File: src/rtl/crc_serial_engine_if.sv
`default_nettype none
// ============================================================================
//  Module      : crc_serial_engine_if
//  Description : Bit-stream, dump handshake and status bundle for
//                crc_serial_engine. The master side drives the serial bits
//                and dump controls; the slave side is the CRC engine.
//  Revision    : 1.0 - initial release
// ============================================================================
interface crc_serial_engine_if #(
    parameter int WIDTH = 16
);
    logic             clear;
    logic             bit_valid;
    logic             bit_in;
    logic             dump_start;
    logic             dump_ready;
    logic             crc_bit_out;
    logic             crc_bit_valid;
    logic             dump_done;
    logic             busy;
    logic [WIDTH-1:0] crc_value;
    logic             crc_ok;

    modport master (
        output clear,
        output bit_valid,
        output bit_in,
        output dump_start,
        output dump_ready,
        input  crc_bit_out,
        input  crc_bit_valid,
        input  dump_done,
        input  busy,
        input  crc_value,
        input  crc_ok
    );

    modport slave (
        input  clear,
        input  bit_valid,
        input  bit_in,
        input  dump_start,
        input  dump_ready,
        output crc_bit_out,
        output crc_bit_valid,
        output dump_done,
        output busy,
        output crc_value,
        output crc_ok
    );
endinterface
`default_nettype wire

File: src/rtl/crc_serial_engine.sv
`default_nettype none
// ============================================================================
//  Module      : crc_serial_engine
//  Description : Bit-serial CRC generator/checker (MSB-first Galois LFSR).
//                Accumulates a CRC over a serial bit stream, then shifts the
//                register out MSB first under a ready/valid handshake.
//                Optional macro CRC_RESIDUAL_CHECK_EN enables the residual
//                compare driving crc_ok; otherwise crc_ok is tied low.
//  Revision    : 1.0 - initial release
// ============================================================================
module crc_serial_engine #(
    parameter int               WIDTH      = 16,
    parameter logic [WIDTH-1:0] POLY       = 16'h8005,
    parameter logic [WIDTH-1:0] INIT       = '1,
    parameter bit               INVERT_OUT = 1'b1,
    parameter logic [WIDTH-1:0] RESIDUAL   = 16'h800D
) (
    input  wire                 clk,
    input  wire                 rst,
    crc_serial_engine_if.slave  bus
);

    localparam int CNT_W = (WIDTH > 2) ? $clog2(WIDTH) : 1;
    localparam logic [CNT_W-1:0] CNT_LAST = CNT_W'(WIDTH - 1);

    typedef enum logic [1:0] {
        ST_IDLE  = 2'd0,
        ST_ACCUM = 2'd1,
        ST_DUMP  = 2'd2,
        ST_DONE  = 2'd3
    } state_t;

    state_t             state_q, state_d;
    logic [WIDTH-1:0]   crc_q,   crc_d;
    logic [CNT_W-1:0]   cnt_q,   cnt_d;

    logic               w_fb;
    logic [WIDTH-1:0]   w_crc_upd;

    // One LFSR step for the incoming bit; only used when a bit is absorbed.
    always_comb begin
        w_fb      = crc_q[WIDTH-1] ^ bus.bit_in;
        w_crc_upd = {crc_q[WIDTH-2:0], 1'b0} ^ (w_fb ? POLY : '0);
    end

    // Next-state logic: clear beats everything; in DUMP the handshake owns
    // the register and incoming bits / dump_start are ignored.
    always_comb begin
        state_d = state_q;
        crc_d   = crc_q;
        cnt_d   = cnt_q;

        if (bus.clear) begin
            state_d = ST_IDLE;
            crc_d   = INIT;
            cnt_d   = '0;
        end else begin
            case (state_q)
                ST_IDLE, ST_ACCUM: begin
                    if (bus.bit_valid) begin
                        crc_d   = w_crc_upd;
                        state_d = ST_ACCUM;
                    end
                    // A bit arriving with dump_start is absorbed first, so
                    // the dump sees the updated register.
                    if (bus.dump_start) begin
                        state_d = ST_DUMP;
                        cnt_d   = '0;
                    end
                end
                ST_DUMP: begin
                    if (bus.dump_ready) begin
                        crc_d = {crc_q[WIDTH-2:0], 1'b0};
                        if (cnt_q == CNT_LAST) begin
                            state_d = ST_DONE;
                            cnt_d   = '0;
                        end else begin
                            cnt_d   = cnt_q + 1'b1;
                        end
                    end
                end
                ST_DONE: begin
                    state_d = ST_IDLE;
                    crc_d   = INIT;
                    cnt_d   = '0;
                end
                default: begin
                    state_d = ST_IDLE;
                    crc_d   = INIT;
                    cnt_d   = '0;
                end
            endcase
        end
    end

    // State, LFSR and bit-counter registers with synchronous reset.
    always_ff @(posedge clk) begin
        if (rst) begin
            state_q <= ST_IDLE;
            crc_q   <= INIT;
            cnt_q   <= '0;
        end else begin
            state_q <= state_d;
            crc_q   <= crc_d;
            cnt_q   <= cnt_d;
        end
    end

    // Status and serial output decode, all from registered state.
    always_comb begin
        bus.crc_bit_valid = (state_q == ST_DUMP);
        bus.crc_bit_out   = (state_q == ST_DUMP) ? (crc_q[WIDTH-1] ^ INVERT_OUT) : 1'b0;
        bus.dump_done     = (state_q == ST_DONE);
        bus.busy          = (state_q == ST_DUMP) || (state_q == ST_DONE);
        bus.crc_value     = crc_q;
    end

`ifdef CRC_RESIDUAL_CHECK_EN
    // Good-frame indication while the engine is accumulating.
    always_comb begin
        bus.crc_ok = ((state_q == ST_IDLE) || (state_q == ST_ACCUM)) && (crc_q == RESIDUAL);
    end
`else
    // Residual compare not built; the port is kept for a uniform footprint.
    always_comb begin
        bus.crc_ok = 1'b0;
    end
`endif

endmodule
`default_nettype wire
File: src/flat_wrapper.sv
// flat-port wrapper written by rule: the top's interface ports become plain ports
module crc_serial_engine_flat 
#(
    parameter int               WIDTH      = 16,
    parameter logic [WIDTH-1:0] POLY       = 16'h8005,
    parameter logic [WIDTH-1:0] INIT       = '1,
    parameter bit               INVERT_OUT = 1'b1,
    parameter logic [WIDTH-1:0] RESIDUAL   = 16'h800D
)
  (clk, rst, bus_clear, bus_bit_valid, bus_bit_in, bus_dump_start, bus_dump_ready, bus_crc_bit_out, bus_crc_bit_valid, bus_dump_done, bus_busy, bus_crc_value, bus_crc_ok);
  crc_serial_engine_if #(.WIDTH(WIDTH)) bus_i ();
  input  wire clk;
  input  wire rst;
  input wire logic [$bits(bus_i.clear)-1:0] bus_clear;
  input wire logic [$bits(bus_i.bit_valid)-1:0] bus_bit_valid;
  input wire logic [$bits(bus_i.bit_in)-1:0] bus_bit_in;
  input wire logic [$bits(bus_i.dump_start)-1:0] bus_dump_start;
  input wire logic [$bits(bus_i.dump_ready)-1:0] bus_dump_ready;
  output wire logic [$bits(bus_i.crc_bit_out)-1:0] bus_crc_bit_out;
  output wire logic [$bits(bus_i.crc_bit_valid)-1:0] bus_crc_bit_valid;
  output wire logic [$bits(bus_i.dump_done)-1:0] bus_dump_done;
  output wire logic [$bits(bus_i.busy)-1:0] bus_busy;
  output wire logic [$bits(bus_i.crc_value)-1:0] bus_crc_value;
  output wire logic [$bits(bus_i.crc_ok)-1:0] bus_crc_ok;
  assign bus_i.clear = bus_clear;
  assign bus_i.bit_valid = bus_bit_valid;
  assign bus_i.bit_in = bus_bit_in;
  assign bus_i.dump_start = bus_dump_start;
  assign bus_i.dump_ready = bus_dump_ready;
  assign bus_crc_bit_out = bus_i.crc_bit_out;
  assign bus_crc_bit_valid = bus_i.crc_bit_valid;
  assign bus_dump_done = bus_i.dump_done;
  assign bus_busy = bus_i.busy;
  assign bus_crc_value = bus_i.crc_value;
  assign bus_crc_ok = bus_i.crc_ok;
  crc_serial_engine #(.WIDTH(WIDTH), .POLY(POLY), .INIT(INIT), .INVERT_OUT(INVERT_OUT), .RESIDUAL(RESIDUAL)) u_core (.clk(clk), .rst(rst), .bus(bus_i));
endmodule
File: config.mk
export PLATFORM = sky130hd
export DESIGN_NAME = crc_serial_engine_flat
export DESIGN_NICKNAME = d
export VERILOG_FILES = /design/src/rtl/crc_serial_engine_if.sv /design/src/rtl/crc_serial_engine.sv /design/src/flat_wrapper.sv
export SDC_FILE = /design/constraint.sdc
export NUM_CORES = 1
export LEC_CHECK = 0
export ABC_AREA = 1
export BUFFER_PORTS_ARGS = -buffer_cell sky130_fd_sc_hd__clkbuf_2
export CORE_ASPECT_RATIO = 0.8
export CORE_MARGIN = 2
export CORE_UTILIZATION = 55
export CTS_BUF_LIST = sky130_fd_sc_hd__clkbuf_8
export DETAILED_ROUTE_END_ITERATION = 8
export PLACE_DENSITY = 0.84
export SLEW_MARGIN = 20
export SYNTH_ARGS = -nofsm -noshare
export SYNTH_HDL_FRONTEND = slang
export SYNTH_SLANG_ARGS = --single-unit
File: constraint.sdc
create_clock -name clk -period 2.85 [get_ports clk]
set_input_delay 0.4275 -clock clk [delete_from_list [all_inputs] [get_ports clk]]
set_output_delay 0.4275 -clock clk [all_outputs]
set_load 0.005 [all_outputs]
# Yosys cells after proc, flatten, opt, wreduce, memory -nomap -nowiden
# Cells that the tools add are included.
# Widths: inputs -> output; s select.
# word_totals
reg_bits,22
latchBits,0
mem_bits_rw,0
rom_bits,0
input_bits,7
out_inout_bits,21
elab_cells,37
mem_count,0
# classes
n_addsub,1
n_mul,0
div,0
order_cmp,0
n_eq_ne,9
shift,0
mux,14
n_bitwise,3
reduce_logical,7
# op_table
operator,n
$mux 16,3
$pmux 16 s3,1
$xor 16x16->16,1
$mux 4,3
$pmux 4 s3,1
$mux 2,4
$ne 2x2->1 const B,3
$pmux 2 s3,1
$add 4x1->4 const B,1
$eq 2x2->1 const B,2
$eq 4x4->1 const B,1
$reduce_and 2->1,2
$reduce_or 2->1,2
$ne 3x3->1 const B,1
$reduce_and 3->1,1
$eq 2x1->1 const B,1
$logic_not 2->1,1
$ne 2x1->1 const B,1
$logic_or 1x1->1,1
$mux 1,1
$not 1->1,1
$xor 1x1->1,1

# Depth between registers and ports, before layout
# Gate-level depths: netlist (run 1).
# logic_depth
word_depth,5
ltp_mapped,8
ltp_nobuf,8

# Worst setup path before layout (run 1)
# No wires, ideal clock.
# synth_timing
kind,input to register
startpoint,in rst
endpoint,reg u_core.crc_q[1] (netlist: u_core.bus.crc_value[1])
arrival_time_ns,1.116
required_time_ns,2.733
path_slack_ns,1.618
stages,5
path_buffers,1
cell_sequence,nor2_1 inv_2 clkbuf_8 a21oi_1 nand2_1
# synth_via
elab_chain_cells,1
# synth_rtl
item,line_no,rtl
start: declaration,flat_wrapper.sv:13,input wire rst;
$reduce_or 2->1 (no line),-,
end signal: assignment,crc_serial_engine.sv:104,crc_q <= crc_d;
end: declaration,crc_serial_engine.sv:34,"logic [WIDTH-1:0] crc_q, crc_d;"
# Every way passes these cells.
# A chain may end at the register's enable or synchronous reset.

# Worst setup path in the final report (run 1)
# layout_timing
startpoint,reg u_core.state_q[1]
endpoint,out bus_dump_done
# layout_via
elab_chain_cells,1
# layout_rtl
item,line_no,rtl
start: declaration,crc_serial_engine.sv:33,"state_t state_q, state_d;"
start signal: assignment,crc_serial_engine.sv:103,state_q <= state_d;
$eq 2x2->1,crc_serial_engine.sv:113,bus.dump_done = (state_q == ST_DONE);
end: declaration,flat_wrapper.sv:21,output wire logic [$bits(bus_i.dump_done)-1:0] bus_dump_done;
# Every way passes these cells.

==> out/results.ini, run 1 <==
[run_status]
run_status = complete, no violations

[clock_network]
cts_setup_buffers = 0
cts.sinks = 22
cts_resized = 0
htreeDepth = 1
clk_path_buf_depth = 2
clk_pin_slew_ns = 0.08
cts.hold.buffers_added = 0
tritoncts = yes
root_buffer = clkbuf_8
clkLatencyLatePin_ns = 0.26
cts-buffers-inserted = 3

[sta]
holdWs_ns = 0.4411
fin_crit_sh = 0.5913
timing.final.hold_violations = 0
fmax_ghz = 0.5934
setup_tns_ns = 0
fin_worst_skew_ns = 0.003326
rsz0062_at_grt = false
setup_viol = 0
setup_slack_ns = 1.165
fin_crit_ns = 1.685
slew_viol_final = 0

[yosys]
synth_cell_type_count = 28
ys_seq_elements = 22
synthesis.area_um2 = 1061
avgSynthCellArea_um2 = 7.633
yosysSeqAreaShare = 0.4151
synth.net_count = 147
synth_cells = 139
ys_warn_count = 0

[layout]
area_delta_synth_final_pct = 14.27
stdcell_area_um2 = 1212
final_common_cell = nand2_1
drive_gt1_frac = 0.3067
n_antenna_cell = 0
fin_nets = 172
final_cell_mix = nand2_1, clkbuf_2, dfxtp_1, a21oi_1, inv_1
fillers = 178

[drt]
wl_per_cell_um = 11.78
drcViolationCount = 0
dr.pass1.iters = 4
vias = 960
via_per_inst = 5.134
drtIter0Drc = 13
ant_nets = 0
wirelength_um = 2203

[floorplan]
num_rows = 14
die_h_um = 43.29
start_util = 0.5714
core-area_um2 = 1857
ios = 28
dieArea_um2 = 2299
fp.dieW_um = 53.11

[global_route]
antenna_found_initial = 0
grt-ovfl-total = 0
grt_pass1_wl_um = 3588
grt_pass1_vias = 879
grt_max_degree = 19
grt_usage = 0.2140

[critical_path]
crit_path_end_kind = output port
cp.arrival_ns = 1.26
cp_slowest_stage_delay_ns = 0.44
cpMaxStageDelayCell = dfxtp_1
path_cells = nand2_1 -> inv_2 -> clkbuf_2
worst-path-max-fanout = 16
critPathRequiredTime_ns = 2.42
r2r_cells = 5
critical_path_class = reg2out
critPathLaunchType = register

[placed_design]
pre_cts_ws_ns = 1.404
dp_hpwl_um = 1629
dpl_cell_area_um2 = 1157
portBuffers = 26
gp_congestion = 0.8007

[power]
pwr_density_cell_nw_per_um2 = 527.2
ir_drop_uv = 452.8
p_leak_nw = 0.5582

[min_path]
hold_class = in2reg
min_path_cells = 3

[run]
max_cap_viol_count = 0

metrics by stage:
step                      power [mW]  utilization  std cells
after CTS                     0.6462       0.6530        187
final                         0.6392       0.6530        187
after floorplan               0.4072            -        139
after global routing          0.6686       0.6530        187
after global placement        0.4215       0.6233        183
after detailed placement      0.4255       0.6233        183
cell families after synthesis:
family | Yosys count | synth area share
other | 1 | 0.003534
DFF | 22 | 0.4151
and+or+nand+nor | 58 | 0.2606
buffers and inverters | 21 | 0.1156
AOI/OAI and AO/OA | 36 | 0.1934
adders and majority gates | 1 | 0.01179
flip-flops by register name (all words and copies together) (netlist names):
signal	count
u_core.bus.crc_value	16
u_core.state_q	2
u_core.cnt_q	4
worst paths after layout:
check,startpoint,end,slack [ns]
max,u_core.state_q[1]$_SDFFE_PP0P_,bus_dump_done,1.16
min,bus_clear,u_core.bus.crc_value[14]$_SDFFE_PP1P_,0.44
max reg2reg,u_core.state_q[1]$_SDFFE_PP0P_,u_core.bus.crc_value[14]$_SDFFE_PP1P_,1.59
min reg2reg,u_core.bus.crc_value[9]$_SDFFE_PP1P_,u_core.bus.crc_value[9]$_SDFFE_PP1P_,0.50
layer usage:
metal	global-route usage	vias to the layer above	wire length, um
met2	0.3400	25	1037
met5	0	-	0
met3	0.07394	6	118
li1	-	498	-
met1	0.2665	431	1017
met4	0.07692	0	29
cell type report:
type                    count  area, um2  area share
multi-input cells          96      498.0      0.4107
inverters                  15      58.81     0.04850
well taps                  24      30.03     0.02477
repair buffers             26      130.1      0.1073
clock buffers               4      55.05     0.04541
flip-flops and latches     22      440.4      0.3633
Yosys cell counts:
| cell type | instances | area share |
|---|---|---|
| a21oi_1 | 17 | 0.080 |
| a21oi_2 | 1 | 0.0083 |
| buf_12 | 1 | 0.019 |
| buf_4 | 2 | 0.014 |
| buf_6 | 1 | 0.011 |
| clkbuf_1 | 1 | 0.0035 |
| clkbuf_8 | 1 | 0.013 |
| conb_1 | 1 | 0.0035 |
| dfxtp_1 | 22 | 0.42 |
| ha_1 | 1 | 0.012 |
| inv_1 | 9 | 0.032 |
| inv_2 | 5 | 0.018 |
| inv_4 | 1 | 0.0059 |
| nand2_1 | 35 | 0.12 |
| nand2_2 | 2 | 0.012 |
| nand2_4 | 2 | 0.021 |
| nand3_1 | 4 | 0.019 |
| nand3_2 | 3 | 0.028 |
| nand4_1 | 1 | 0.0059 |
| nor2_1 | 8 | 0.028 |
| nor2_2 | 1 | 0.0059 |
| nor2_4 | 1 | 0.011 |
| o211ai_1 | 1 | 0.0071 |
| o211ai_2 | 1 | 0.012 |
| o21ai_0 | 8 | 0.038 |
| o21ai_1 | 5 | 0.024 |
| o21ai_2 | 3 | 0.025 |
| or2_1 | 1 | 0.0059 |
critical path, delay by kind of cell, from the launching register on:
kind          cells  cell delay (ns)
buf+inv           2             0.41
flops             1             0.44
simple gates      1             0.14
power breakdown:
| group | internal [mW] | switching (mW) | leakage, nW |
|---|---|---|---|
| registers | 0.320 | 0.0117 | 0.180 |
| clock network | 0.123 | 0.0973 | 0.0288 |
| logic | 0.0334 | 0.0540 | 0.350 |
(Power assumes the default switching activity.)
==> run 2: changes to the inputs <==
--- a/config.mk
+++ b/config.mk
@@ -5,14 +5,14 @@
 export SDC_FILE = /design/constraint.sdc
 export NUM_CORES = 1
 export LEC_CHECK = 0
-export ABC_AREA = 1
+export ABC_AREA = 0
 export BUFFER_PORTS_ARGS = -buffer_cell sky130_fd_sc_hd__clkbuf_2
 export CORE_ASPECT_RATIO = 0.8
 export CORE_MARGIN = 2
-export CORE_UTILIZATION = 55
+export CORE_UTILIZATION = 49
 export CTS_BUF_LIST = sky130_fd_sc_hd__clkbuf_8
 export DETAILED_ROUTE_END_ITERATION = 8
-export PLACE_DENSITY = 0.84
+export PLACE_DENSITY = 0.78
 export SLEW_MARGIN = 20
 export SYNTH_ARGS = -nofsm -noshare
 export SYNTH_HDL_FRONTEND = slang
==> constraint.sdc (replaced) <==
create_clock -name clk -period 1.5 [get_ports clk]
set_input_delay 0.225 -clock clk [delete_from_list [all_inputs] [get_ports clk]]
set_output_delay 0.225 -clock clk [all_outputs]
set_load 0.005 [all_outputs]
==> out/results.ini, run 2 <==
[clock_network]
cts_resized = 2
cts-buffers-inserted = 3
clk_pin_slew_ns = 0.09
clk_path_buf_depth = 2
cts.hold.buffers_added = 0
cts_setup_buffers = 0
htreeDepth = 1
clkLatencyLatePin_ns = 0.27
root_buffer = clkbuf_8
tritoncts = yes
cts.sinks = 22

[layout]
n_antenna_cell = 0
largest_reg_flops = 16
fillers = 175
final_common_cell = clkbuf_2
final_cell_mix = clkbuf_2, dfxtp_1, o21ai_1, nor4_1, a21oi_2
fin_nets = 156
area_delta_synth_final_pct = 17.66
final_cells = 172
drive_gt1_frac = 0.3605

[floorplan]
core-area_um2 = 2158
fp.dieW_um = 57.27
dieArea_um2 = 2670
start_util = 0.5154
ios = 28
die_h_um = 46.62
num_rows = 15

[critical_path]
cp.arrival_ns = 1.20
crit_path_end_kind = output port
critPathLaunchType = register
r2r-start = u_core.state_q[1]$_SDFFE_PP0P_
critical_path_class = reg2out
timing.rr.end = u_core.bus.crc_value[3]$_SDFFE_PP1P_
critPathRequiredTime_ns = 1.27
r2r_cells = 4
worst-path-max-fanout = 18
reg2reg_setup_slack_ns = 0.15

[drt]
via_per_inst = 6.145
ant_nets = 0
drcViolationCount = 0
dr.pass1.iters = 4
drtIter0Drc = 37
wirelength_um = 2718
wl_per_cell_um = 15.80
vias = 1057

[run_status]
run_status = complete, no violations

[sta]
timing.final.hold_violations = 0
slew_viol_final = 0
fin_crit_sh = 0.9504
fin_crit_ns = 1.426
rsz0062_at_grt = false
fin_worst_skew_ns = 0.01058
fmax_ghz = 0.7014
setup_viol = 0
setup_tns_ns = 0
holdWs_ns = 0.2998

[min_path]
holdCritStartpoint = bus_clear
hold_class = in2reg
min_path_cells = 4
holdPathEnd = u_core.cnt_q[3]$_SDFFE_PP0P_

[power]
swShare = 0.2273
pwr-share-seq = 0.469
p_leak_nw = 0.4781
clkPwrFrac = 0.439
pwr_density_cell_nw_per_um2 = 981.0
p_int_uw = 992.1
power_switching_uw = 291.8
comb_power_share = 0.092
ir_drop_uv = 609.8

[global_route]
grt_usage = 0.2155
grt_pass1_vias = 890
grt-ovfl-total = 0
antenna_found_initial = 0
grt_max_degree = 19
grt_pass1_wl_um = 4215

[yosys]
synth_commonest_cells = dfxtp_1, o21ai_1, nor4_1, a21oi_2, a21oi_1
yosysTopAreaCellShare = 0.3960
yosysSeqAreaShare = 0.3960
yosys_most_used_dff = dfxtp_1
synth.net_count = 132
ys_top_cells_by_area = dfxtp_1, a21oi_2, nor4_1
synth_most_common_cell = dfxtp_1
synthesis.area_um2 = 1112
async_reset_ff_frac = 0
synth_edf_count = 0
yosys.area.top_type = dfxtp_1
synth_cell_type_count = 39
ys_warn_count = 0
avgSynthCellArea_um2 = 8.970
ys_seq_elements = 22
synth_cells = 124

[placed_design]
dp_cells = 168
gp_congestion = 0.7700
portBuffers = 26
dp_hpwl_um = 1722

[run]
max_cap_viol_count = 0

-- run 2: cell types whose count changed after synthesis, sizes merged, moves of 2 or more --
cell	delta
buf	+7
a211oi	+2
nand2	-37
o21ai	+3
o31ai	+2
nor3b	+3
nand4b	+3
inv	-14
nand3	-5
nor4	+13
nor2	-7
nor3	+2
-- run 2: cells by family after synthesis --
| kind of cell | after synthesis | synth area share |
|---|---|---|
| AOI/OAI and AO/OA | 46 | 0.2722 |
| and+or+nand+nor | 38 | 0.2205 |
| DFF | 22 | 0.3959 |
| buffers and inverters | 15 | 0.08886 |
| xor gates and xnor gates | 1 | 0.007875 |
| adders and majority gates | 1 | 0.01125 |
| other | 1 | 0.003371 |
-- run 2: worst max-delay path, cell delays in order (launching register included) --
cell	delay (ns)
dfxtp_2	0.41
and2_0	0.19
buf_6	0.19
clkbuf_2	0.13
-- run 2: stage by stage --
stage,setup slack [ns],power (mW),util,area (um2)
6_report,0.07434,1.284,0.6064,1309
5_1_grt,0.004924,1.316,0.6064,1309
4_1_cts,0.05456,1.287,0.6046,1305
3_5_place_dp,0.08641,0.7285,0.5704,1231
3_3_place_gp,0.1581,0.7262,0.5704,1231
2_1_floorplan,0.2027,0.6981,-,1112
-- run 2: final cells by class --
cell class / count / area, um2 / area share
Tap cell: 25 / 31.28 / 0.02390
Timing Repair Buffer: 33 / 186.4 / 0.1424
Inverter: 1 / 3.754 / 0.002868
Clock buffer: 3 / 41.29 / 0.03155
Sequential cell: 22 / 442.9 / 0.3384
Multi-Input combinational cell: 87 / 573.1 / 0.4379
Clock inverter: 1 / 30.03 / 0.02294
-- run 2: worst max path at each step --
stage | cells past startpoint | endpoint | startpoint | slack [ns]
3_3_place_gp | 4 | u_core.bus.crc_value[9]$_SDFFE_PP1P_ | u_core.state_q[1]$_SDFFE_PP0P_ | 0.16
5_1_grt | 3 | bus_dump_done | u_core.state_q[1]$_SDFFE_PP0P_ | 0.005
6_report | 3 | bus_dump_done | u_core.state_q[1]$_SDFFE_PP0P_ | 0.07
4_1_cts | 3 | bus_dump_done | u_core.state_q[1]$_SDFFE_PP0P_ | 0.05
3_5_place_dp | 4 | u_core.bus.crc_value[3]$_SDFFE_PP1P_ | u_core.state_q[1]$_SDFFE_PP0P_ | 0.09
2_1_floorplan | 5 | u_core.bus.crc_value[11]$_SDFFE_PP1P_ | u_core.state_q[0]$_SDFFE_PP0P_ | 0.20
-- run 2: power groups by stage --
| stage | combinational [mW] | sequential (mW) | clock, mW |
|---|---|---|---|
| after detailed placement | 0.114 | 0.615 | 0 |
| after floorplan | 0.0864 | 0.612 | 0 |
| final | 0.118 | 0.602 | 0.564 |
| after global routing | 0.128 | 0.603 | 0.585 |
| after global placement | 0.112 | 0.614 | 0 |
| after CTS | 0.117 | 0.602 | 0.569 |
-- run 2: metal layers --
| layer | global-route usage | part of all wire | up-vias |
|---|---|---|---|
| li1 | - | - | 514 |
| met1 | 0.2772 | 0.48 | 499 |
| met2 | 0.3310 | 0.45 | 35 |
| met3 | 0.04775 | 0.047 | 9 |
| met4 | 0.1395 | 0.028 | 0 |
| met5 | 0 | 0 | - |
==> run 3: changes to the inputs <==
--- a/config.mk
+++ b/config.mk
@@ -6,13 +6,13 @@
 export NUM_CORES = 1
 export LEC_CHECK = 0
 export ABC_AREA = 0
-export BUFFER_PORTS_ARGS = -buffer_cell sky130_fd_sc_hd__clkbuf_2
 export CORE_ASPECT_RATIO = 0.8
 export CORE_MARGIN = 2
-export CORE_UTILIZATION = 49
+export CORE_UTILIZATION = 55
 export CTS_BUF_LIST = sky130_fd_sc_hd__clkbuf_8
 export DETAILED_ROUTE_END_ITERATION = 8
-export PLACE_DENSITY = 0.78
+export DONT_BUFFER_PORTS = 1
+export PLACE_DENSITY = 0.74
 export SLEW_MARGIN = 20
 export SYNTH_ARGS = -nofsm -noshare
 export SYNTH_HDL_FRONTEND = slang
==> out/results.ini, run 3 (synthesis gave the netlist of run 2 again) <==
[run_status]
run_status = complete, no violations

[drt]
wl_per_cell_um = 16.64
drcViolationCount = 0
via_per_inst = 6.445
vias = 941
dr.pass1.iters = 4
wirelength_um = 2429
drtIter0Drc = 17
ant_nets = 0

[global_route]
grt-ovfl-total = 0
grt_usage = 0.2297
grt_pass1_wl_um = 4029
grt_pass1_vias = 871
antenna_found_initial = 0
grt_max_degree = 18

[power]
p_leak_nw = 0.3810
pwr_density_cell_nw_per_um2 = 1054
ir_drop_uv = 893.1

[clock_network]
cts_setup_buffers = 0
htreeDepth = 1
clk_path_buf_depth = 2
root_buffer = clkbuf_8
cts-buffers-inserted = 3
clk_pin_slew_ns = 0.08
cts.sinks = 22
cts.hold.buffers_added = 0
tritoncts = yes
cts_resized = 0
clkLatencyLatePin_ns = 0.26

[sta]
fin_crit_ns = 1.440
slew_viol_final = 0
timing.final.hold_violations = 0
setup_slack_ns = 0.06021
fmax_ghz = 0.6945
rsz0062_at_grt = false
setup_viol = 0
fin_crit_sh = 0.9599
fin_worst_skew_ns = 0.002597
setup_tns_ns = 0

[critical_path]
cp.arrival_ns = 1.21
critPathLaunchType = register
critPathRequiredTime_ns = 1.27
worst-path-max-fanout = 11
critical_path_class = reg2out
crit_path_end_kind = output port

[layout]
drive_gt1_frac = 0.2213
n_antenna_cell = 0
final_cell_mix = dfxtp_1, o21ai_1, nor4_1, a21oi_2, buf_4
largest_reg_flops = 16
fin_nets = 131
final_common_cell = dfxtp_1
stdcell_area_um2 = 1182
fillers = 166
area_delta_synth_final_pct = 6.299

[floorplan]
fp.dieW_um = 54.28
start_util = 0.5880
core-area_um2 = 1892
dieArea_um2 = 2401
die_h_um = 44.23
num_rows = 14
ios = 28

[min_path]
hold_class = in2reg

[placed_design]
portBuffers = 0
dpl_cell_area_um2 = 1107
pre_cts_ws_ns = 0.1100
dp_hpwl_um = 1651
gp_congestion = 0.7715

[run]
max_cap_viol_count = 0

==> run 3: worst max-delay path, stage by stage (launching register included) <==
cell and delay, ns:
dfxtp_1 0.48, and2_0 0.25, buf_4 0.22
==> run 3: worst paths after layout <==
path,from,endpoint,cells past startpoint,slack [ns]
max,u_core.state_q[0]$_SDFFE_PP0P_,bus_dump_done,2,0.06
min,bus_dump_ready,u_core.cnt_q[1]$_SDFFE_PP0P_,2,0.13
max reg2reg,u_core.state_q[0]$_SDFFE_PP0P_,u_core.bus.crc_value[10]$_SDFFE_PP1P_,4,0.14
min reg2reg,u_core.cnt_q[1]$_SDFFE_PP0P_,u_core.cnt_q[1]$_SDFFE_PP0P_,2,0.50
==> run 3: power breakdown <==
group / internal, mW / total (mW) / switching (mW)
registers: 0.591 / 0.602 / 0.0107
clock network: 0.356 / 0.545 / 0.189
logic: 0.0343 / 0.0991 / 0.0647
total: 0.982 / 1.25 / 0.264
==> run 3: area by class of cell <==
class | instances | area [um2] | share of cell area
sequential | 22 | 441.7 | 0.3735
multi-input combinational | 87 | 575.6 | 0.4868
clock inverter | 1 | 30.03 | 0.02540
timing repair buffer | 8 | 60.06 | 0.05079
inverter | 1 | 3.754 | 0.003175
tap | 24 | 30.03 | 0.02540
clock buffer | 3 | 41.29 | 0.03492
==> run 3: through the flow <==
stage / total power, mW / util / hold slack (ns) / cells
after floorplan: 0.6981 / - / 0.4005 / 124
after global placement: 0.7084 / 0.5853 / 0.4056 / 142
after detailed placement: 0.7115 / 0.5853 / 0.4137 / 142
after CTS: 1.249 / 0.6230 / 0.1328 / 146
after global routing: 1.289 / 0.6250 / 0.1409 / 146
final: 1.246 / 0.6250 / 0.1337 / 146
==> run 3: routing by layer <==
layer  track usage  up-vias  wire length (um)
met1        0.3074      443              1160
met2        0.3301       32              1045
li1              -      464                 -
met3        0.1149        2               213
met5             0        -                 0
met4       0.05500        0                 9
